[config.mk]
export PLATFORM = sky130hd
export DESIGN_NAME = cd_ram_ring
export DESIGN_NICKNAME = d
export VERILOG_FILES = /design/src/rtl/cd_ram_ring.sv
export SDC_FILE = /design/constraint.sdc
export NUM_CORES = 2
export LEC_CHECK = 0
export ABC_AREA = 1
export BUFFER_PORTS_ARGS = -buffer_cell sky130_fd_sc_hd__buf_2
export CELL_PAD_IN_SITES_DETAIL_PLACEMENT = 0
export CELL_PAD_IN_SITES_GLOBAL_PLACEMENT = 2
export CORE_MARGIN = 5
export CORE_UTILIZATION = 35
export DETAILED_ROUTE_END_ITERATION = 10
export PLACE_DENSITY = 0.64
export SETUP_SLACK_MARGIN = 0.2
export SLEW_MARGIN = 20
export SYNTH_ARGS = -nofsm -noshare
export SYNTH_HDL_FRONTEND = slang
export SYNTH_SLANG_ARGS = --single-unit
[constraint.sdc]
create_clock -name clk -period 4.3 [get_ports clk]
set_input_delay 0.43 -clock clk [delete_from_list [all_inputs] [get_ports clk]]
set_output_delay 0.43 -clock clk [all_outputs]
set_load 0.005 [all_outputs]
[src/rtl/cd_ram_ring.sv]
// cd_ram_ring: multi-page packet buffer ring between a byte-wide framer port
// and a 32-bit memory-mapped host port. The writer fills the current page and
// commits it with switch; the reader releases committed pages in order. Each
// committed page carries a hardware-tracked byte length and a flags byte.
module cd_ram_ring #(
    parameter int A_WIDTH = 6,
    parameter int P_WIDTH = 1,
    parameter int MM4RX   = 1
) (
    input  logic                 clk,
    input  logic                 reset_n,
    input  logic [A_WIDTH-1:0]   mm_address,
    input  logic [3:0]           mm_byteenable,
    input  logic                 mm_read,
    output logic [31:0]          mm_readdata,
    input  logic                 mm_write,
    input  logic [31:0]          mm_writedata,
    output logic [7:0]           rd_byte,
    input  logic [A_WIDTH+1:0]   rd_addr,
    input  logic                 rd_en,
    input  logic                 rd_done,
    input  logic                 rd_done_all,
    input  logic [7:0]           wr_byte,
    input  logic [A_WIDTH+1:0]   wr_addr,
    input  logic                 wr_en,
    input  logic                 wr_abort,
    input  logic                 switch,
    input  logic [7:0]           wr_flags,
    output logic [7:0]           rd_flags,
    output logic [A_WIDTH+2:0]   rd_len,
    output logic [P_WIDTH:0]     pending,
    output logic                 unread,
    output logic                 full,
    output logic                 switch_fail,
    output logic [7:0]           drop_cnt,
    input  logic                 drop_clr
);

    localparam int PAGES = 2 ** P_WIDTH;
    localparam int MW    = P_WIDTH + A_WIDTH;
    localparam int DEPTH = 2 ** MW;
    localparam int LW    = A_WIDTH + 3;
    localparam int PW    = P_WIDTH + 1;
    localparam logic [PW-1:0] FULL_LVL = PW'(PAGES - 1);

    // Index of the highest enabled byte lane (0 when no lane is enabled).
    function automatic logic [1:0] top_lane(input logic [3:0] be);
        logic [1:0] idx;
        casez (be)
            4'b1???: idx = 2'd3;
            4'b01??: idx = 2'd2;
            4'b001?: idx = 2'd1;
            default: idx = 2'd0;
        endcase
        return idx;
    endfunction

    logic [7:0]         mem_r [4][DEPTH];
    logic [P_WIDTH-1:0] wr_sel_r, rd_sel_r, wr_sel_nxt_s, rd_sel_nxt_s;
    logic [PW-1:0]      pending_r, pend_nxt_s;
    logic [LW-1:0]      len_r, len_nxt_s, len_upd_s, wr_last_s, wr_len_s;
    logic [7:0]         drop_r, drop_nxt_s;
    logic [7:0]         flags_mem_r [PAGES];
    logic [LW-1:0]      len_mem_r [PAGES];
    logic [7:0]         rd_flags_r, flags_nxt_s;
    logic [LW-1:0]      rd_len_r, rdlen_nxt_s;
    logic               full_r, unread_r, switch_fail_r;
    logic [31:0]        mm_readdata_r;
    logic [7:0]         rd_byte_r;
    logic [3:0]         we_s;
    logic [31:0]        wdata_s;
    logic [MW-1:0]      waddr_s, mm_raddr_s, b_raddr_s;
    logic               full_now_s, sw_ok_s, sw_fail_s, rel_ok_s;

    // Route the active write port (byte side for RX, mm side for TX) to the RAM
    always_comb begin
        we_s      = 4'b0000;
        wdata_s   = 32'h0000_0000;
        waddr_s   = '0;
        wr_last_s = '0;
        if (MM4RX != 0) begin
            if (wr_en) begin
                we_s = 4'b0001 << wr_addr[1:0];
            end else begin
                we_s = 4'b0000;
            end
            wdata_s   = {4{wr_byte}};
            waddr_s   = {wr_sel_r, wr_addr[A_WIDTH+1:2]};
            wr_last_s = {1'b0, wr_addr};
        end else begin
            if (mm_write) begin
                we_s = mm_byteenable;
            end else begin
                we_s = 4'b0000;
            end
            wdata_s   = mm_writedata;
            waddr_s   = {wr_sel_r, mm_address};
            wr_last_s = {1'b0, mm_address, top_lane(mm_byteenable)};
        end
    end

    // Read addresses: the mm side follows the reader page for RX, the writer page for TX
    always_comb begin
        b_raddr_s = {rd_sel_r, rd_addr[A_WIDTH+1:2]};
        if (MM4RX != 0) begin
            mm_raddr_s = {rd_sel_r, mm_address};
        end else begin
            mm_raddr_s = {wr_sel_r, mm_address};
        end
    end

    // Length tracker update and the switch / release / flush decisions
    always_comb begin
        wr_len_s = wr_last_s + LW'(1);
        if ((we_s != 4'b0000) && (wr_len_s > len_r)) begin
            len_upd_s = wr_len_s;
        end else begin
            len_upd_s = len_r;
        end
        full_now_s = (pending_r == FULL_LVL);
        sw_fail_s  = switch && full_now_s && !rd_done_all;
        sw_ok_s    = switch && !full_now_s && !rd_done_all;
        rel_ok_s   = rd_done && (pending_r != '0) && !rd_done_all;
    end

    // Next pointer, pending, tracker and drop-counter values
    always_comb begin
        wr_sel_nxt_s = wr_sel_r;
        rd_sel_nxt_s = rd_sel_r;
        pend_nxt_s   = pending_r;
        len_nxt_s    = len_upd_s;
        drop_nxt_s   = drop_r;
        if (rd_done_all) begin
            wr_sel_nxt_s = '0;
            rd_sel_nxt_s = '0;
            pend_nxt_s   = '0;
            len_nxt_s    = '0;
        end else begin
            if (sw_ok_s) begin
                wr_sel_nxt_s = wr_sel_r + P_WIDTH'(1);
            end else begin
                wr_sel_nxt_s = wr_sel_r;
            end
            if (rel_ok_s) begin
                rd_sel_nxt_s = rd_sel_r + P_WIDTH'(1);
            end else begin
                rd_sel_nxt_s = rd_sel_r;
            end
            if (sw_ok_s && !rel_ok_s) begin
                pend_nxt_s = pending_r + PW'(1);
            end else if (!sw_ok_s && rel_ok_s) begin
                pend_nxt_s = pending_r - PW'(1);
            end else begin
                pend_nxt_s = pending_r;
            end
            if (switch || wr_abort) begin
                len_nxt_s = '0;
            end else begin
                len_nxt_s = len_upd_s;
            end
        end
        if (drop_clr) begin
            drop_nxt_s = sw_fail_s ? 8'd1 : 8'd0;
        end else if (sw_fail_s && (drop_r != 8'hFF)) begin
            drop_nxt_s = drop_r + 8'd1;
        end else begin
            drop_nxt_s = drop_r;
        end
    end

    // Oldest-page metadata as it will be after this cycle; a same-cycle commit into that page is forwarded
    always_comb begin
        flags_nxt_s = 8'h00;
        rdlen_nxt_s = '0;
        if (pend_nxt_s == '0) begin
            flags_nxt_s = 8'h00;
            rdlen_nxt_s = '0;
        end else if (sw_ok_s && (wr_sel_r == rd_sel_nxt_s)) begin
            flags_nxt_s = wr_flags;
            rdlen_nxt_s = len_upd_s;
        end else begin
            flags_nxt_s = flags_mem_r[rd_sel_nxt_s];
            rdlen_nxt_s = len_mem_r[rd_sel_nxt_s];
        end
    end

    // Control state, page metadata and status outputs
    always_ff @(posedge clk or negedge reset_n) begin
        if (!reset_n) begin
            wr_sel_r      <= '0;
            rd_sel_r      <= '0;
            pending_r     <= '0;
            len_r         <= '0;
            drop_r        <= 8'd0;
            switch_fail_r <= 1'b0;
            full_r        <= 1'b0;
            unread_r      <= 1'b0;
            rd_flags_r    <= 8'h00;
            rd_len_r      <= '0;
            for (int p = 0; p < PAGES; p++) begin
                flags_mem_r[p] <= 8'h00;
                len_mem_r[p]   <= '0;
            end
        end else begin
            wr_sel_r      <= wr_sel_nxt_s;
            rd_sel_r      <= rd_sel_nxt_s;
            pending_r     <= pend_nxt_s;
            len_r         <= len_nxt_s;
            drop_r        <= drop_nxt_s;
            switch_fail_r <= sw_fail_s;
            full_r        <= (pend_nxt_s == FULL_LVL);
            unread_r      <= (pend_nxt_s != '0);
            rd_flags_r    <= flags_nxt_s;
            rd_len_r      <= rdlen_nxt_s;
            if (sw_ok_s) begin
                flags_mem_r[wr_sel_r] <= wr_flags;
                len_mem_r[wr_sel_r]   <= len_upd_s;
            end
        end
    end

    // Byte-lane RAM write; contents deliberately survive reset
    always_ff @(posedge clk) begin
        for (int l = 0; l < 4; l++) begin
            if (we_s[l]) begin
                mem_r[l][waddr_s] <= wdata_s[l*8 +: 8];
            end
        end
    end

    // Registered read ports; old data is returned on a same-address write
    always_ff @(posedge clk or negedge reset_n) begin
        if (!reset_n) begin
            mm_readdata_r <= 32'h0000_0000;
            rd_byte_r     <= 8'h00;
        end else begin
            if (mm_read) begin
                mm_readdata_r <= {mem_r[3][mm_raddr_s], mem_r[2][mm_raddr_s],
                                  mem_r[1][mm_raddr_s], mem_r[0][mm_raddr_s]};
            end
            if (rd_en && (MM4RX == 0)) begin
                rd_byte_r <= mem_r[rd_addr[1:0]][b_raddr_s];
            end
        end
    end

    assign mm_readdata = mm_readdata_r;
    assign rd_byte     = rd_byte_r;
    assign rd_flags    = rd_flags_r;
    assign rd_len      = rd_len_r;
    assign pending     = pending_r;
    assign unread      = unread_r;
    assign full        = full_r;
    assign switch_fail = switch_fail_r;
    assign drop_cnt    = drop_r;

endmodule

==> impl_results.html <==
<table>
<tr><th>Metric</th><th>Value</th></tr>
<tr><th colspan="2">Job</th></tr>
<tr><td>Max-cap viol count</td><td>0</td></tr>
<tr><th colspan="2">Critical path</th></tr>
<tr><td>Kind of end point of the critical path</td><td>register</td></tr>
<tr><td>Stage delay of the slowest cell on the critical path</td><td>0.91 ns</td></tr>
<tr><td>CP cell instances</td><td>inv_1 &gt; nand2_1 &gt; nor2_1 &gt; buf_4 &gt; nand2_1 &gt; nor2_1</td></tr>
<tr><td>Critical path type</td><td>reg2reg</td></tr>
<tr><td>Critical path origin</td><td>wr_sel_r</td></tr>
<tr><td>Critical path arrival</td><td>4.10 ns</td></tr>
<tr><td>Setup crit start kind</td><td>register</td></tr>
<tr><td>Slowest stage cell on the critical path</td><td>sky130_fd_sc_hd__nor2_1</td></tr>
<tr><td>Worst reg2reg startpoint</td><td>wr_sel_r</td></tr>
<tr><td>Required time at the endpoint of the critical path</td><td>roughly 4.9 ns</td></tr>
<tr><td>Maximum fanout count along the critical path</td><td>8</td></tr>
<tr><th colspan="2">Global route</th></tr>
<tr><td>Vias in the first global route</td><td>108k</td></tr>
<tr><td>Pin count of the biggest net entering global routing</td><td>141</td></tr>
<tr><td>Wire length of the first global-routing pass</td><td>~820000 um</td></tr>
<tr><td>Overall track demand over capacity in global routing</td><td>a little over a fifth</td></tr>
<tr><td>Number of antenna violations at the first check in global routing</td><td>34</td></tr>
<tr><td>Total grt overflow</td><td>0</td></tr>
<tr><th colspan="2">Clocking</th></tr>
<tr><td>Reg clk slew, reported paths</td><td>about 0.06 ns</td></tr>
<tr><td>Maximum clock insertion buffer count</td><td>4</td></tr>
<tr><td>Resized cells post-CTS</td><td>0</td></tr>
<tr><td>Sinks on the clock net</td><td>around 4.2k</td></tr>
<tr><td>CTS Buf Count</td><td>about 470</td></tr>
<tr><td>CTS tree</td><td>built</td></tr>
<tr><td>CTS H-tree lvls</td><td>5</td></tr>
<tr><td>Worst-Skew Late Latency</td><td>around 1.0 ns</td></tr>
<tr><td>Buffer cell driving the clock tree root</td><td>sky130_fd_sc_hd__clkbuf_16</td></tr>
<tr><th colspan="2">Routing</th></tr>
<tr><td>Overall via count from detail_route</td><td>112k</td></tr>
<tr><td>Routed length per instance</td><td>~26 um</td></tr>
<tr><td>DRT antenna net count</td><td>0</td></tr>
<tr><td>Length of the first detailed-routing pass in iterations</td><td>8</td></tr>
<tr><td>Vias/cell</td><td>5.16</td></tr>
<tr><td>Iteration-0 DRC Markers</td><td>~10k</td></tr>
<tr><td>Final routed DRC violation total</td><td>0</td></tr>
<tr><td>Routed Wire Length</td><td>~570000 um</td></tr>
<tr><th colspan="2">Timing</th></tr>
<tr><td>Hold_ws</td><td>0.0891 ns</td></tr>
<tr><td>Fmax achieved</td><td>between 200 and 300 MHz</td></tr>
<tr><td>Setup repair after global routing missed its margin</td><td>no</td></tr>
<tr><td>Max-slew violations</td><td>0</td></tr>
<tr><td>Normalized max-slew margin</td><td>31.0%</td></tr>
<tr><td>Post-route fraction of the period consumed by the critical path</td><td>about four fifths</td></tr>
<tr><td>Worst Slack Setup Final</td><td>0.826 ns</td></tr>
<tr><td>Number of hold-slack violations in the final timing report</td><td>0</td></tr>
<tr><td>Worst-margin pin slew</td><td>1.03 ns</td></tr>
<tr><td>Minimum clock period</td><td>approximately 3.5 ns</td></tr>
<tr><td>Total setup violations reported at the end of the flow</td><td>0</td></tr>
<tr><td>Setup total negative slack</td><td>0 ns</td></tr>
<tr><td>Max Clock Skew</td><td>approximately 0.089 ns</td></tr>
<tr><th colspan="2">Power</th></tr>
<tr><td>Switch share</td><td>23.8%</td></tr>
<tr><td>Cell Pwr Density</td><td>between 400 and 500 mW/mm^2</td></tr>
<tr><td>Portion of total power attributed to sequential cells</td><td>50.5%</td></tr>
<tr><td>Maximum vdd drop</td><td>roughly 350 uV</td></tr>
<tr><td>Proportion of power drawn by the clock network</td><td>a little over two fifths</td></tr>
<tr><td>Internal cell power</td><td>roughly 68 mW</td></tr>
<tr><td>Net Switching</td><td>approximately 21 mW</td></tr>
<tr><td>Proportion of power drawn by combinational gates</td><td>under 10%</td></tr>
<tr><td>Leakage power summed over all cells</td><td>about 69 nW</td></tr>
<tr><th colspan="2">Layout</th></tr>
<tr><td>Final core utilization</td><td>around 40%</td></tr>
<tr><td>Most common cell after layout, fill and taps aside</td><td>sky130_fd_sc_hd__nand2_1</td></tr>
<tr><td>Most frequent cells in the layout</td><td>sky130_fd_sc_hd__nand2_1, sky130_fd_sc_hd__edfxtp_1, sky130_fd_sc_hd__nand3_1, sky130_fd_sc_hd__buf_4, sky130_fd_sc_hd__nor2_1</td></tr>
<tr><td>Count of nets after finishing</td><td>roughly 15k</td></tr>
<tr><td>Area added between synthesis and finish</td><td>14.6%</td></tr>
<tr><td>Share of layout cells above drive strength 1</td><td>under 10%</td></tr>
<tr><td>Fillcell total</td><td>around 47k</td></tr>
<tr><th colspan="2">Placement</th></tr>
<tr><td>Placer's final routability congestion estimate</td><td>~0.8</td></tr>
<tr><td>PortBufs</td><td>100</td></tr>
<tr><td>Post-Place Worst Slack</td><td>around 0.35 ns</td></tr>
<tr><td>Half-perimeter wire length after detailed placement</td><td>around 340000 um</td></tr>
<tr><th colspan="2">Synth</th></tr>
<tr><td>Count of mapped cells out of synthesis</td><td>approximately 15k</td></tr>
<tr><td>Post-Synthesis Cell Area</td><td>around 0.17 sq mm</td></tr>
<tr><td>Mean Syn Cell Area</td><td>roughly 12 sq um</td></tr>
<tr><td>Sequential element share of the synthesized area</td><td>about three quarters</td></tr>
<tr><td>Seq cells post-synth</td><td>4203</td></tr>
<tr><td>Library cells used by synthesis</td><td>40</td></tr>
<tr><td>Count of synthesis-stage warnings from yosys</td><td>8</td></tr>
<tr><th colspan="2">Floorplan</th></tr>
<tr><td>Io pins</td><td>around 160</td></tr>
<tr><td>Die footprint</td><td>just over 0.5 sq mm</td></tr>
<tr><td>Initial standard-cell utilization of the core</td><td>a little over a third</td></tr>
<tr><td>Area inside the core boundary</td><td>0.490 sq mm</td></tr>
<tr><td>Die outline width</td><td>711 um</td></tr>
<tr><td>Chip height</td><td>roughly 710 um</td></tr>
<tr><td># rows</td><td>257</td></tr>
<tr><th colspan="2">Min path</th></tr>
<tr><td>Path class of the lowest-slack min-delay path</td><td>in2async</td></tr>
<tr><th colspan="2">Outcome</th></tr>
<tr><td>Outcome</td><td>finished, final reports clean</td></tr>
</table>
final timing paths:
path                                       end  cells past startpoint  slack, ns
worst max-delay path             mem_r[3][828]                      6       0.83
worst min-delay path               drop_cnt[2]                      2       0.09
worst max register to register   mem_r[3][828]                      6       0.83
worst min register to register    len_mem_r[1]                      2       0.48
max in group asynchronous       mm_readdata[6]                      3       3.22
min in group clk                mm_readdata[1]                      4       0.11
per-stage QoR:
stage / total power [mW] / cells / instance area (sq um)
after floorplan: 49.3 / 14500 / 172000
after global placement: 52.5 / 20800 / 182000
after detailed placement: 52.5 / 20800 / 182000
after CTS: 90.9 / 21700 / 197000
after global routing: 92.9 / 21700 / 197000
final: 89.9 / 21700 / 197000
sequential cells by signal, summed over array words and instances, names as in the netlist:
| name | cells |
|---|---|
| flags_mem_r | 16 |
| mm_readdata | 32 |
| wr_sel_r | 1 |
| unread | 1 |
| mem_r | 4096 |
| rd_sel_r | 1 |
| full | 1 |
| rd_flags | 8 |
| len_r | 9 |
| switch_fail | 1 |
| drop_cnt | 8 |
| len_mem_r | 18 |
| pending | 2 |
| rd_len | 9 |
cells in the mapped netlist, drive strengths merged:
| cell | instances | area [sq um] |
|---|---|---|
| o211ai | 9 | 67.6 |
| ha | 16 | 200 |
| nand2 | 4454 | 16700 |
| inv | 87 | 332 |
| clkinv | 1 | 3.75 |
| xor2 | 5 | 43.8 |
| o21bai | 1 | 7.51 |
| nor4 | 1 | 6.26 |
| a41oi | 1 | 8.76 |
| nor3 | 12 | 65.1 |
| clkbuf | 160 | 601 |
| xnor2 | 1 | 8.76 |
| dfrtp | 107 | 2680 |
| a211oi | 1 | 7.51 |
| nand3 | 4075 | 20400 |
| nor2 | 561 | 2110 |
| o21ai | 43 | 219 |
| conb | 1 | 3.75 |
| edfxtp | 4096 | 123000 |
| a21oi | 16 | 80.1 |
| a31oi | 12 | 75.1 |
| buf | 835 | 5290 |
| nand4 | 3 | 18.8 |
| or2 | 5 | 31.3 |
| nand3b | 1 | 7.51 |
| o21a | 1 | 7.51 |
logic make-up after synthesis:
family                     after synthesis  synth area share [%]
and+or+nand+nor                       9112                  22.9
DFF                                   4203                  73.1
buffers and inverters                 1083                  3.62
AOI/OAI and AO/OA                       84                 0.275
adders and majority gates               16                 0.116
xor gates and xnor gates                 6                0.0306
other                                    1               0.00218
per-layer routing:
| metal | share of wire (%) | vias to the layer above | global-route usage [%] |
|---|---|---|---|
| met5 | 0.0023 | - | 0 |
| met4 | 2.6 | 2 | 5.45 |
| met3 | 5.3 | 651 | 2.87 |
| met2 | 46 | 2841 | 34.7 |
| met1 | 46 | 56400 | 32.0 |
| li1 | - | 52100 | - |
power by group through the flow:
stage | clock network, mW | registers, mW | logic [mW]
floorplan | 0 | 46.1 | 3.14
global placement | 0 | 46.2 | 6.22
detailed placement | 0 | 46.2 | 6.22
CTS | 39.2 | 45.4 | 6.25
global route | 40.9 | 45.4 | 6.69
finish | 38.4 | 45.4 | 6.16
area by class of cell:
class	instances	area [sq um]	share of cell area, %
sequential	4203	126000	63.8
multi-input combinational	9226	40200	20.4
clock buffer	618	12500	6.37
timing repair buffer	863	8110	4.12
tap	6475	8100	4.11
clock inverter	244	1960	0.996
inverter	88	385	0.196
antenna	11	27.5	0.0140
critical path: cells and delay by family, from the launching register on:
family,cells,cell delay (ns)
buf+inv,2,0.43
simple gates,4,2.16
flops,1,0.46
repair_timing:
item | in CTS | in global routing
setup buffers | 0 | 0
hold buffers | 31 | 0
endpoints found under the hold margin | 584 | 0
No activity file was read; power rests on OpenSTA's default activity.
